File: config.mk
export PLATFORM = sky130hd
export DESIGN_NAME = arb_requester
export DESIGN_NICKNAME = d
export VERILOG_FILES = /design/src/rtl/arb_pkg.sv /design/src/rtl/arb_wait_timer.sv /design/src/rtl/arb_requester.sv
export SDC_FILE = /design/constraint.sdc
export NUM_CORES = 1
export LEC_CHECK = 0
export BUFFER_PORTS_ARGS = -buffer_cell sky130_fd_sc_hd__buf_2
export CORE_MARGIN = 2
export CORE_UTILIZATION = 47
export CTS_CLUSTER_DIAMETER = 40
export DETAILED_ROUTE_END_ITERATION = 8
export PLACE_DENSITY_LB_ADDON = 0.25
export SYNTH_ARGS = -nofsm -noshare
export SYNTH_HDL_FRONTEND = slang
export SYNTH_SLANG_ARGS = --single-unit
File: constraint.sdc
create_clock -name clk -period 1.8 [get_ports clk]
set_input_delay 0.36 -clock clk [delete_from_list [all_inputs] [get_ports clk]]
set_output_delay 0.36 -clock clk [all_outputs]
set_load 0.02 [all_outputs]
File: src/rtl/arb_pkg.sv
// Shared definitions for the request/grant arbiter and its per-master requester agents.
package arb_pkg;

    // Number of masters sharing the arbitrated bus.
    localparam int NUM_REQ      = 4;

    // Default burst length width: a burst carries 1..2**DEF_BURST_W beats.
    localparam int DEF_BURST_W  = 4;

    // Default number of cycles a requester waits for a grant before giving up.
    localparam int DEF_WAIT_MAX = 64;

    // Default width of the grant-wait counter; must be able to hold DEF_WAIT_MAX.
    localparam int DEF_WAIT_W   = 16;

    // Requester protocol states.
    typedef enum logic [1:0] {
        ST_IDLE    = 2'd0,
        ST_REQ     = 2'd1,
        ST_OWN     = 2'd2,
        ST_RELEASE = 2'd3
    } arb_state_e;

endpackage

File: src/rtl/arb_wait_timer.sv
// Grant-wait timer: clearable, enabled up-counter that sticks at WAIT_MAX-1
// and flags expiry while it sits there.
module arb_wait_timer
    import arb_pkg::*;
#(
    parameter int WAIT_MAX = DEF_WAIT_MAX,
    parameter int WAIT_W   = DEF_WAIT_W
) (
    input  logic clk,
    input  logic rst,
    input  logic clr_i,
    input  logic en_i,
    output logic expire_o
);

    localparam logic [WAIT_W-1:0] LAST = WAIT_W'(WAIT_MAX - 1);

    logic [WAIT_W-1:0] cnt_q;
    logic [WAIT_W-1:0] cnt_d;

    // Next count: clear wins over enable; counting stops at the terminal value.
    always_comb begin
        cnt_d = cnt_q;
        if (clr_i) begin
            cnt_d = '0;
        end else if (en_i && (cnt_q != LAST)) begin
            cnt_d = cnt_q + 1'b1;
        end
    end

    // Count register with synchronous reset.
    always_ff @(posedge clk) begin
        if (rst) begin
            cnt_q <= '0;
        end else begin
            cnt_q <= cnt_d;
        end
    end

    assign expire_o = (cnt_q == LAST);

endmodule

File: src/rtl/arb_requester.sv
// Client-side agent for the 4-way arbiter: turns a burst command from the local
// master into a req/gnt handshake, counts out the granted beats, survives
// preemption, inserts a one-cycle release gap and reports done or timeout.
module arb_requester
    import arb_pkg::*;
#(
    parameter int BURST_W  = DEF_BURST_W,
    parameter int WAIT_MAX = DEF_WAIT_MAX,
    parameter int WAIT_W   = DEF_WAIT_W
) (
    input  logic               clk,
    input  logic               rst,
    input  logic               cmd_valid,
    input  logic [BURST_W-1:0] cmd_len,
    output logic               cmd_ready,
    input  logic               gnt,
    output logic               req,
    output logic               beat,
    output logic               done,
    output logic               err_timeout
);

    arb_state_e         state_q;
    logic [BURST_W-1:0] rem_q;      // beats still owed after the current one
    logic               req_q;
    logic               done_q;
    logic               err_q;

    logic               wait_clr;
    logic               wait_en;
    logic               wait_expire;

    // The wait counter restarts whenever REQ is (re)entered: on command accept
    // and on preemption out of OWN. It only advances while waiting ungranted.
    assign wait_clr = ((state_q == ST_IDLE) && cmd_valid) ||
                      ((state_q == ST_OWN)  && !gnt);
    assign wait_en  = (state_q == ST_REQ) && !gnt;

    arb_wait_timer #(
        .WAIT_MAX (WAIT_MAX),
        .WAIT_W   (WAIT_W)
    ) u_wait_timer (
        .clk      (clk),
        .rst      (rst),
        .clr_i    (wait_clr),
        .en_i     (wait_en),
        .expire_o (wait_expire)
    );

    // Protocol FSM with registered req/done/err and the remaining-beat count.
    // A grant arriving in the expiry cycle takes priority over the timeout.
    always_ff @(posedge clk) begin
        if (rst) begin
            state_q <= ST_IDLE;
            rem_q   <= '0;
            req_q   <= 1'b0;
            done_q  <= 1'b0;
            err_q   <= 1'b0;
        end else begin
            done_q <= 1'b0;
            err_q  <= 1'b0;
            case (state_q)
                ST_IDLE: begin
                    if (cmd_valid) begin
                        rem_q   <= cmd_len;
                        req_q   <= 1'b1;
                        state_q <= ST_REQ;
                    end
                end
                ST_REQ: begin
                    if (gnt) begin
                        state_q <= ST_OWN;
                    end else if (wait_expire) begin
                        err_q   <= 1'b1;
                        req_q   <= 1'b0;
                        state_q <= ST_IDLE;
                    end
                end
                ST_OWN: begin
                    if (gnt) begin
                        if (rem_q == '0) begin
                            req_q   <= 1'b0;
                            done_q  <= 1'b1;
                            state_q <= ST_RELEASE;
                        end else begin
                            rem_q <= rem_q - 1'b1;
                        end
                    end else begin
                        // Preempted: keep the remaining count and re-request.
                        state_q <= ST_REQ;
                    end
                end
                ST_RELEASE: begin
                    state_q <= ST_IDLE;
                end
                default: begin
                    state_q <= ST_IDLE;
                end
            endcase
        end
    end

    assign cmd_ready   = (state_q == ST_IDLE);
    assign beat        = (state_q == ST_OWN) && gnt;
    assign req         = req_q;
    assign done        = done_q;
    assign err_timeout = err_q;

endmodule

### Word level (Yosys, flattened, before mapping)

Index checks and enable logic that the tools add are counted.

* reductions and logical operators: 17
* add/sub/neg operators: 2
* bitwise operators: 3
* multiplexer cells: 18
* eq/ne operators: 13

Operators with widths (count)
* adder 16 x 1 -> 16 bit, second input constant: 1
* == test 16 x 6 -> 1 bit, second input constant: 1
* inequality test 16 x 6 -> 1 bit, second input constant: 1
* two-way mux 4 bit: 3
* two-way mux 2 bit: 5
* inequality test 2 bit, second input constant: 4
* one-hot mux 2 bit (4 select lines): 1
* one-hot mux 4 bit (2 select lines): 1
* two-way mux 1 bit: 7
* inequality test 3 x 2 -> 1 bit, second input constant: 2
* AND reduction 6 bit: 1
* OR reduction 3 bit: 2
* logical AND 1 bit: 5
* == test 2 bit, second input constant: 2
* logical NOT 4 bit: 1
* inequality test 2 x 1 -> 1 bit, second input constant: 2
* AND reduction 4 bit: 1
* subtractor 4 x 1 -> 4 bit, second input constant: 1
* NOT 1 bit: 3
* one-hot mux 1 bit (3 select lines): 1
* AND reduction 3 bit: 1
* nonzero test 3 bit: 1
* == test 2 x 1 -> 1 bit, second input constant: 1
* logical NOT 2 bit: 1
* other kinds (4): 4

* input bits: 8
* output and inout bits: 5
* flip-flop bits (word level): 25

### Depth between registers and ports, before layout

Gate-level depths: netlist of the first run.

* depth in word-level cells: 4
* depth in mapped cells: 7

### By module

From an unflattened synthesis of the first run, not the netlist that was laid out.

* cells, all modules: 174
* area total of the unflattened synthesis: 1519.0 µm²

Modules (own cells, without submodules)
* arb_wait_timer: instances 1, sequential area each 320.3 µm², cells an instance 101, area an instance 892.1 µm²
* arb_requester: instances 1, sequential area each 180.2 µm², cells an instance 73, area an instance 626.9 µm²

### Least setup slack after synthesis of the first run

No wires, ideal clock.

* kind: register to register
* from: register state_q[0]
* to: register rem_q[0]
* stages on the path, launching flop included: 7
* clock period less this slack: 1.809 ns
* data required time: 1.681 ns
* slack: -0.009 ns
* arrival time: 1.690 ns
* setup time: 0.119 ns
* cells stage by stage: dfxtp_1 > inv_1 > ha_1 > and2b_1 > nor4_1 > a31o_2 > a21oi_1

* longest elaborated chain between the ends: 3

Ends and longest elaborated chain
* start, declared: RTL line arb_requester.sv:23 `arb_state_e state_q;`
* start signal, assigned: RTL line arb_requester.sv:54 `state_q <= ST_IDLE;`
* start signal, assigned: RTL line arb_requester.sv:67 `state_q <= ST_REQ;`
* start signal, assigned: RTL line arb_requester.sv:72 `state_q <= ST_OWN;`
* logical NOT 2 bit *
* named net cmd_ready: RTL line arb_requester.sv:15 `output logic cmd_ready,`
* inequality test 2 bit (no line) or nonzero test 2 bit (tied branches)
* AND reduction 4 bit (no line)
* end signal, assigned: RTL line arb_requester.sv:65 `rem_q <= cmd_len;`
* end signal, assigned: RTL line arb_requester.sv:86 `rem_q <= rem_q - 1'b1;`
* end, declared: RTL line arb_requester.sv:24 `logic [BURST_W-1:0] rem_q;`

Mark *: on every way through the listed nets, which the timed path passes. The rest lies on a longest branch.
A chain may end at the register's enable or synchronous reset.

### Worst setup path in the final report of the first run

* from: register u_wait_timer.cnt_q[0]
* to: register u_wait_timer.cnt_q[3]

* longest elaborated chain between the ends: 2

Ends and longest elaborated chain
* start, declared: RTL line arb_wait_timer.sv:18 `logic [WAIT_W-1:0] cnt_q;`
* start signal, assigned: RTL line arb_wait_timer.sv:36 `cnt_q <= cnt_d;`
* branches (longest 2 deep; another with adder 16 x 1 -> 16 bit)

Several ways; the timed one is not identified.

==> results.yml, run 1 <==
status:
  run_status: "complete, no violations"
cts:
  clk_path_buf_depth: 2
  clock-sinks: 25
  cts-buffers-inserted: 3
  clock-root-buffer: "clkbuf_4"
  cts_htree_levels: 1
  clkTransAtPathRegs_ns: 0.15
  clkLatencyLatePin_ns: 0.35
  tritoncts: "done"
synth:
  synth_top_cell_by_area: "dfxtp_1"
  synth.most_common_cell: "dfxtp_1"
  yosys-top-cells-count: "dfxtp_1, a21oi_1, o31ai_1"
  syn_nets: 183
  synth_edf_count: 0
  synth_top_area_frac: 0.341
  yosysWarnings: 0
  ys_ff_latch: 25
  synth_area_leaders: "dfxtp_1, o31ai_1, ha_1, a21oi_1, nand4_1"
  synth_cells: 169
  synth_top_flop_cell: "dfxtp_1"
  synth_area_per_cell_um2: 8.69
  async_reset_ff_frac: 0
  synth_cell_types: 48
  ys_seq_area_frac: 0.341
  synth_area_mm2: 0.00147
global_route:
  grt_use_total: 0.226
  overflow: 0
  grt_pass1_vias: 1448
  grt_max_degree: 16
  grt_antenna_before_repair: 0
  grt_pass1_wl_mm: 6.12
setup_path:
  rr_startpoint: "u_wait_timer.cnt_q[0]"
  startpoint_type: "flop"
  critPathLaunch: "u_wait_timer.cnt_q[0]"
  worstPathRequired_ns: 2.09
  cp.arrival_ns: 2.08
  cp-endpoint: "u_wait_timer.cnt_q[3]"
  crit_path_end_kind: "flop"
  regToRegSetupSlack_ns: 0.008
  reg2reg_to: "u_wait_timer.cnt_q[3]"
  path_class: "flop to flop"
  rr_worst_depth: 6
  worstPathMaxFanout: 10
timing:
  hold_violations: 0
  slew_headroom: 0.754
  setup_viol: 0
  max_freq_ghz: 0.558
  finClkSkew_ns: 0.0151
  drv_slew: 0
  min_period_ns: 1.79
  tightest_slew_ns: 0.366
  grt_setup_unrepaired: "yes"
  tns_ns: 0
  fin_crit_sh: 0.995
power:
  p_leak_nw: 0.707
  ir_drop_uv: 410
  power_density_mw_per_mm2: 672
die:
  row_count: 20
  die_x_um: 59.9
  core_mm2: 0.00300
  io_pins: 13
  dieHeight_um: 59.9
  start_util: 0.489
  dieArea_mm2: 0.00359
routing:
  via_per_inst: 6.21
  drt_iter0_markers: 81
  routed_wl_mm: 3.88
  vias: 1504
  firstDrtPassIters: 4
  ant_nets: 0
  wire_per_inst_um: 16.0
  drc_errors: 0
cells_and_area:
  nets: 224
  n_antenna_cell: 0
  syn_to_final_growth_pct: 30.6
  seq_area_um2: 510
  multi_input_area_um2: 990
  fin_area_mm2: 0.00192
  fin_util: 0.639
  fill_cells: 265
  layout-drive-gt1-share: 0.392
placement:
  dp_hpwl_mm: 2.72
  dpl-instance-area_mm2: 0.00175
  gp_congestion: 0.771
  portBuffers: 12
run:
  maxCapViolCount: 0
hold_path:
  holdCritPathClass: "input port to flop"
## where the power goes
part | switching (W) | internal (W) | leakage, nW
Combinational | 0.000206 | 0.000194 | 0.487
Clock | 0.000189 | 0.0000874 | 0.0150
Sequential | 0.0000271 | 0.000586 | 0.205
## how the worst min path moves through the flow
stage / from / endpoint / slack, ns / depth (start not counted)
after floorplan: u_wait_timer.cnt_q[14] / u_wait_timer.cnt_q[14] / 0.46 / 2
after global placement: u_wait_timer.cnt_q[1] / u_wait_timer.cnt_q[1] / 0.48 / 2
after detailed placement: u_wait_timer.cnt_q[14] / u_wait_timer.cnt_q[14] / 0.49 / 2
after CTS: rst / state_q[0] / 0.33 / 2
after global routing: cmd_len[1] / rem_q[1] / 0.34 / 3
final: rst / state_q[0] / 0.33 / 2
## flip-flops by register name (all words and copies together), names as in the netlist
| name | cells |
|---|---|
| err_timeout | 1 |
| req | 1 |
| done | 1 |
| state_q | 2 |
| rem_q | 4 |
| u_wait_timer.cnt_q | 16 |
## routing by layer
metal	global-route usage	share of wire	vias up
li1	-	-	726
met1	0.268	0.42	740
met2	0.407	0.53	33
met3	0.0216	0.029	5
met4	0.0984	0.014	0
met5	0	0	-
## stage by stage
stage	hold WS, ns	std cells	setup WS [ns]	total power [W]
4_1_cts	0.331	238	0.00358	0.00124
2_1_floorplan	0.464	169	0.0383	0.000827
5_1_grt	0.341	242	-0.0311	0.00135
3_5_place_dp	0.493	234	-0.0752	0.000958
3_3_place_gp	0.483	234	0.0277	0.000945
6_report	0.332	242	0.00831	0.00129
## placed cells by master (no fill, tap or decap), drive strengths merged, types with 2 or more instances in the layout
cell    netlist  layout
a211oi        2       2
a21oi        14      14
and2          3       3
and3          3       3
buf           3      44
clkbuf        5       4
dfxtp        25      25
ha            6       6
inv           9       9
nand2         8       8
nand2b        2       2
nand3         6       6
nand3b        2       2
nand4         6       6
nor2          8       8
nor2b         3       3
nor3          4       4
nor4          5       5
o21a          2       2
o21ai         7       7
o31ai        12      12
or3           5       5
or4          11      11
xnor2         2       2
xor2          2       2
## final cells by class
class / instances / share of cell area
inverter: 9 / 0.0176
timing repair buffer: 44 / 0.165
clock buffer: 4 / 0.0137
multi-input combinational: 127 / 0.516
tap: 33 / 0.0215
sequential: 25 / 0.266
## repair_timing
item / CTS / global route
resized for setup: 14 / 17
endpoints found under the setup margin: 11 / 18
setup buffers: 0 / 4
pin swaps: 2 / 5
hold buffers: 0 / 0
## cells by family after synthesis
family,Yosys count,share of synthesized area
flip-flops,25,0.341
AO/OA/AOI/OAI,44,0.207
multiplexers,1,0.00681
buffers and inverters,17,0.0571
XOR/XNOR,4,0.0239
AND/OR/NAND/NOR,72,0.313
adder cells (fa/ha/maj),6,0.0511
## critical path: stages (launching register included)
cell and delay [ns]:
dfxtp_2 0.35, ha_1 0.20, or4b_4 0.22, nor4_4 0.04, buf_6 0.14, or4_2 0.65, a21oi_1 0.14
Power figures use the tool's default switching activity.
==> inputs of run 2 (changes only) <==
CORE_UTILIZATION = 52   (was 47)
==> run 2 against run 1 <==
Against the previous run:
- via count is 2.8% lower
- maximum frequency fell by 2.5%
- the flow now finishes with violations (negative setup slack)
- clock power is 8.3% lower
- register-to-register slack got worse by 0.05 ns
- design area rose by 0.65%
- first-iteration DRC count rose by 2.5%
- global-route usage up 0.90 points
- sequential power barely moved
- die area down 9.0%
- flip-flop and latch count stayed put
- combinational power is 2% higher
==> results.yml, run 2 (synthesis results as in run 1) <==
timing:
  hold_violations: 0
  grt_setup_unrepaired: "yes"
  min_period_ns: 1.84
  slew_headroom: 0.771
  finClkSkew_ns: 0.00270
  fin_crit_sh: 1.02
  tightest_slew_ns: 0.341
  final.setup.worst_slack_ns: -0.0376
  max_freq_ghz: 0.544
  holdWs_ns: 0.351
  setup_viol: 3
  drv_slew: 0
setup_path:
  worst_path_largest_cell_delay_ns: 0.58
  crit_chain: "or4_4, nor4_4, buf_4, o21ai_4, a221oi_2"
  crit_path_end_kind: "flop"
  worstPathRequired_ns: 2.03
  startpoint_type: "flop"
  cp.arrival_ns: 2.07
  worstPathMaxFanout: 5
  slowest_stage: "or4_4"
  path_class: "flop to flop"
global_route:
  overflow: 0
  grt_pass1_wl_mm: 6.16
  grt_pass1_vias: 1369
  grt_max_degree: 15
  grt_use_total: 0.235
  grt_antenna_before_repair: 0
routing:
  routed_wl_mm: 4.01
  ant_nets: 0
  firstDrtPassIters: 4
  drt_iter0_markers: 83
  wire_per_inst_um: 16.9
  via_per_inst: 6.17
  drc_errors: 0
  vias: 1462
power:
  p_total_w: 0.00127
  ir_drop_uv: 599
  power_density_mw_per_mm2: 659
  p_leak_nw: 0.711
status:
  violations: "negative setup slack"
  run_status: "complete, but fails checks"
placement:
  gp_congestion: 0.874
  place_ws_ns: -0.0226
  dp_hpwl_mm: 2.61
  place_inst: 230
  portBuffers: 12
cells_and_area:
  n_antenna_cell: 0
  nets: 221
  fill_cells: 206
  layout-drive-gt1-share: 0.442
  top_regs: "u_wait_timer.cnt_q (16), rem_q (4), state_q (2)"
  largest_reg_flops: 16
  final_common_cell: "buf_4"
  mostFrequentLayoutCells: "buf_4, dfxtp_1, buf_2, o31ai_1, a21oi_1"
  syn_to_final_growth_pct: 31.4
  final_cells: 237
  largest_register: "u_wait_timer.cnt_q"
cts:
  clkTransAtPathRegs_ns: 0.14
  cts_htree_levels: 1
  clock-root-buffer: "clkbuf_4"
  cts-buffers-inserted: 3
  clk_path_buf_depth: 2
  clock-sinks: 25
  tritoncts: "done"
  clkLatencyLatePin_ns: 0.31
die:
  io_pins: 13
  row_count: 19
  start_util: 0.542
  core_mm2: 0.00271
  dieHeight_um: 57.2
  die_x_um: 57.2
  dieArea_mm2: 0.00327
hold_path:
  holdCritPathClass: "input port to flop"
run:
  maxCapViolCount: 0
run 2: cell count changes in the layout (fill, tap and decap cells not counted), moves of 2 or more:
cell	before	now
nor4_1	3	1
a21oi_2	2	5
a21oi_1	12	9
nand3_2	1	4
buf_4	30	28
nand3_1	5	2
or4_4	4	6
or4_1	5	3
run 2: power by group:
part / total [W] / leakage, nW / internal, W / switching [W]
combinational: 0.000410 / 0.488 / 0.000189 / 0.000220
sequential: 0.000611 / 0.205 / 0.000584 / 0.0000268
clock: 0.000253 / 0.0177 / 0.0000830 / 0.000170
total: 0.00127 / 0.711 / 0.000856 / 0.000417
run 2: metal layers:
metal	wire length, um	global-route usage	vias up	share of wire
li1	-	-	720	-
met1	1800	0.340	701	0.45
met2	2000	0.374	31	0.50
met3	103	0.0204	10	0.026
met4	103	0.0664	0	0.026
met5	0	0	-	0
run 2: what timing repair did:
item | 4_1_cts | 5_1_grt
gates cloned | 0 | 0
hold buffers | 0 | 0
setup endpoints to repair | 10 | 22
setup buffers | 2 | 2
resized for setup | 10 | 32
pin swaps | 2 | 6
run 2: stage by stage:
| step | cell area, um^2 | setup TNS, ns | util |
|---|---|---|---|
| after global placement | 1720 | 0 | 0.634 |
| after floorplan | 1480 | 0 | - |
| after CTS | 1780 | -0.00518 | 0.658 |
| after global routing | 1930 | -0.558 | 0.712 |
| final | 1930 | -0.0662 | 0.712 |
| after detailed placement | 1720 | -0.0498 | 0.634 |
run 2: worst paths after layout:
path / from / endpoint / slack [ns] / cells past startpoint
max: u_wait_timer.cnt_q[12] / state_q[0] / -0.04 / 5
min: cmd_len[3] / rem_q[3] / 0.35 / 3
max reg2reg: u_wait_timer.cnt_q[12] / state_q[0] / -0.04 / 5
min reg2reg: rem_q[0] / rem_q[0] / 0.49 / 2
run 2: cell type report:
type / count / area, um^2 / share of cell area
tap: 31 / 38.8 / 0.0201
clock inverter: 1 / 5.00 / 0.00259
timing repair buffer: 41 / 282 / 0.146
multi-input combinational: 127 / 1040 / 0.539
clock buffer: 3 / 22.5 / 0.0117
sequential: 25 / 508 / 0.263
inverter: 9 / 33.8 / 0.0175
run 2: critical path, delay by kind of cell (launching register included):
family                 cells  cell delay (ns)
flip-flops                 1             0.35
buffers and inverters      1             0.20
AND/OR/NAND/NOR            2             0.88
AO/OA/AOI/OAI              2             0.32
==> inputs of run 3 (changes only) <==
CORE_UTILIZATION = 53   (was 52)
SYNTH_HIERARCHICAL = 1   (was unset)
==> run 3 against run 2 <==
Against the previous run:
- the flow still finishes with violations (negative setup slack)
- maximum frequency is 3.6% lower
- sequential share of layout area fell by 1.4 points
- worst hold slack better by 0.012 ns
- clock skew is 0.00055 ns lower
- largest cell class unchanged
- highest routed layer unchanged
==> results.yml, run 3 <==
routing:
  firstDrtPassIters: 4
  routed_wl_mm: 4.02
  ant_nets: 0
  drc_errors: 0
  via_per_inst: 6.10
  drt_iter0_markers: 67
  wire_per_inst_um: 16.3
  vias: 1507
cells_and_area:
  nets: 232
  largest_register: "u_wait_timer/cnt_q"
  layout-drive-gt1-share: 0.472
  n_antenna_cell: 0
  final_common_cell: "buf_4"
  largest_reg_flops: 16
  syn_to_final_growth_pct: 35.8
  top_regs: "u_wait_timer/cnt_q (16), rem_q (4), state_q (2)"
  final_cells: 247
  mostFrequentLayoutCells: "buf_4, dfxtp_1, nor2_1, buf_2, nand2_1"
timing:
  min_period_ns: 1.91
  fin_crit_sh: 1.06
  tns_ns: -0.317
  setup_viol: 4
  grt_setup_unrepaired: "yes"
  drv_slew: 0
  final.setup.worst_slack_ns: -0.105
  hold_violations: 0
  finClkSkew_ns: 0.00215
  slew_headroom: 0.712
  max_freq_ghz: 0.525
  tightest_slew_ns: 0.430
hold_path:
  worstHoldPathCells: 3
  holdCritPathClass: "input port to flop"
die:
  die_x_um: 57.5
  io_pins: 13
  core_mm2: 0.00273
  start_util: 0.556
  dieArea_mm2: 0.00331
  row_count: 19
  dieHeight_um: 57.5
global_route:
  grt_antenna_before_repair: 0
  grt_pass1_vias: 1496
  grt_max_degree: 16
  grt_pass1_wl_mm: 6.50
  overflow: 0
  grt_use_total: 0.245
status:
  violations: "negative setup slack"
  run_status: "complete, but fails checks"
setup_path:
  path_class: "flop to flop"
  worstPathRequired_ns: 2.02
  worstPathMaxFanout: 4
  crit_path_end_kind: "flop"
  rr_worst_depth: 7
  startpoint_type: "flop"
  cp.arrival_ns: 2.12
synth:
  synth_top_cell_by_area: "dfxtp_1"
  synth.most_common_cell: "dfxtp_1"
  synth_top_flop_cell: "dfxtp_1"
  synth_area_mm2: 0.00152
  syn_nets: 189
  yosysWarnings: 6
  synth_area_per_cell_um2: 8.73
  synth_cell_types: 52
  async_reset_ff_frac: 0
  synth_cells: 174
  ys_seq_area_frac: 0.329
  ys_ff_latch: 25
  synth_edf_count: 0
  synth_area_leaders: "dfxtp_1, ha_1, nor2_1, a21oi_2, nand4_1"
  synth_top_area_frac: 0.329
  yosys-top-cells-count: "dfxtp_1, nor2_1, inv_1"
placement:
  dp_hpwl_mm: 2.55
  place_inst: 232
  portBuffers: 12
  gp_congestion: 0.846
  place_ws_ns: -0.0664
cts:
  cts-buffers-inserted: 3
  cts_htree_levels: 1
  clk_path_buf_depth: 2
  tritoncts: "done"
  holdBufCountCts: 0
  clock-root-buffer: "clkbuf_4"
  clkLatencyLatePin_ns: 0.31
  clkTransAtPathRegs_ns: 0.14
  clock-sinks: 25
power:
  p_total_w: 0.00119
  power_density_mw_per_mm2: 575
  p_leak_nw: 0.756
  ir_drop_uv: 526
run:
  maxCapViolCount: 0
run 3: cell types whose count changed in the layout (fill, tap and decap cells not counted), moves of 3 or more:
| cell | previous run | this run |
|---|---|---|
| o31ai_1 | 11 | 1 |
| nor2_1 | 8 | 14 |
| o21ai_2 | 0 | 6 |
| or3_4 | 1 | 5 |
| or4_4 | 6 | 2 |
| a21oi_1 | 9 | 6 |
| a21oi_2 | 5 | 8 |
| nand3_2 | 4 | 1 |
run 3: worst max-delay path, cell delays in order, from the launching register on:
cell      delay [ns]
dfxtp_1         0.36
nor3_1          0.25
nand4_1         0.25
nor3_4          0.25
nand2b_4        0.16
nand4_1         0.09
a21oi_2         0.15
mux2_4          0.31
run 3: routing by layer:
layer / GRT usage / part of all wire
met3: 0.0272 / 0.031
met4: 0.0731 / 0.018
met1: 0.308 / 0.43
met5: 0 / 0
met2: 0.437 / 0.52
run 3: path summary, 6_finish.rpt:
check / from / endpoint / slack [ns]
worst min register to register: u_wait_timer/cnt_q[10] / u_wait_timer/cnt_q[10] / 0.52
worst max-delay path: u_wait_timer/cnt_q[15] / req / -0.11
worst min-delay path: cmd_len[1] / rem_q[1] / 0.36
worst max register to register: u_wait_timer/cnt_q[15] / req / -0.11
run 3: cell families (layout without fill, tap and decap cells):
| kind of cell | after synthesis | after routing | synth area share |
|---|---|---|---|
| flip-flops | 25 | 25 | 0.329 |
| AND/OR/NAND/NOR | 82 | 82 | 0.335 |
| AO/OA/AOI/OAI | 36 | 36 | 0.182 |
| XOR/XNOR | 4 | 4 | 0.0231 |
| multiplexers | 4 | 4 | 0.0272 |
| buffers and inverters | 16 | 58 | 0.0453 |
| adder cells (fa/ha/maj) | 7 | 7 | 0.0577 |
run 3: power by group:
group	total [W]	leakage, nW	internal [W]	switching (W)
clock network	0.000251	0.0177	0.0000830	0.000168
registers	0.000603	0.207	0.000578	0.0000250
logic	0.000334	0.532	0.000158	0.000176
total	0.00119	0.756	0.000819	0.000369
run 3: layout make-up:
| type | count | area [um^2] |
|---|---|---|
| clock buffer | 3 | 22.5 |
| clock inverter | 1 | 5.00 |
| fill | 187 | 671 |
| inverter | 11 | 43.8 |
| multi-input combinational | 133 | 1110 |
| sequential | 25 | 514 |
| tap | 31 | 38.8 |
| timing repair buffer | 43 | 330 |
run 3: per-stage QoR:
stage	util	hold slack (ns)	cell area, um^2
after global routing	0.755	0.361	2060
after global placement	0.660	0.489	1810
after CTS	0.700	0.343	1910
after detailed placement	0.660	0.509	1810
after floorplan	-	0.465	1570
final	0.755	0.364	2060
run 3: what timing repair did:
action,4_1_cts,5_1_grt
gates resized for setup,10,21
setup buffers,5,5
pin swaps,5,12
endpoints found under the setup margin,7,16
cloned,0,1
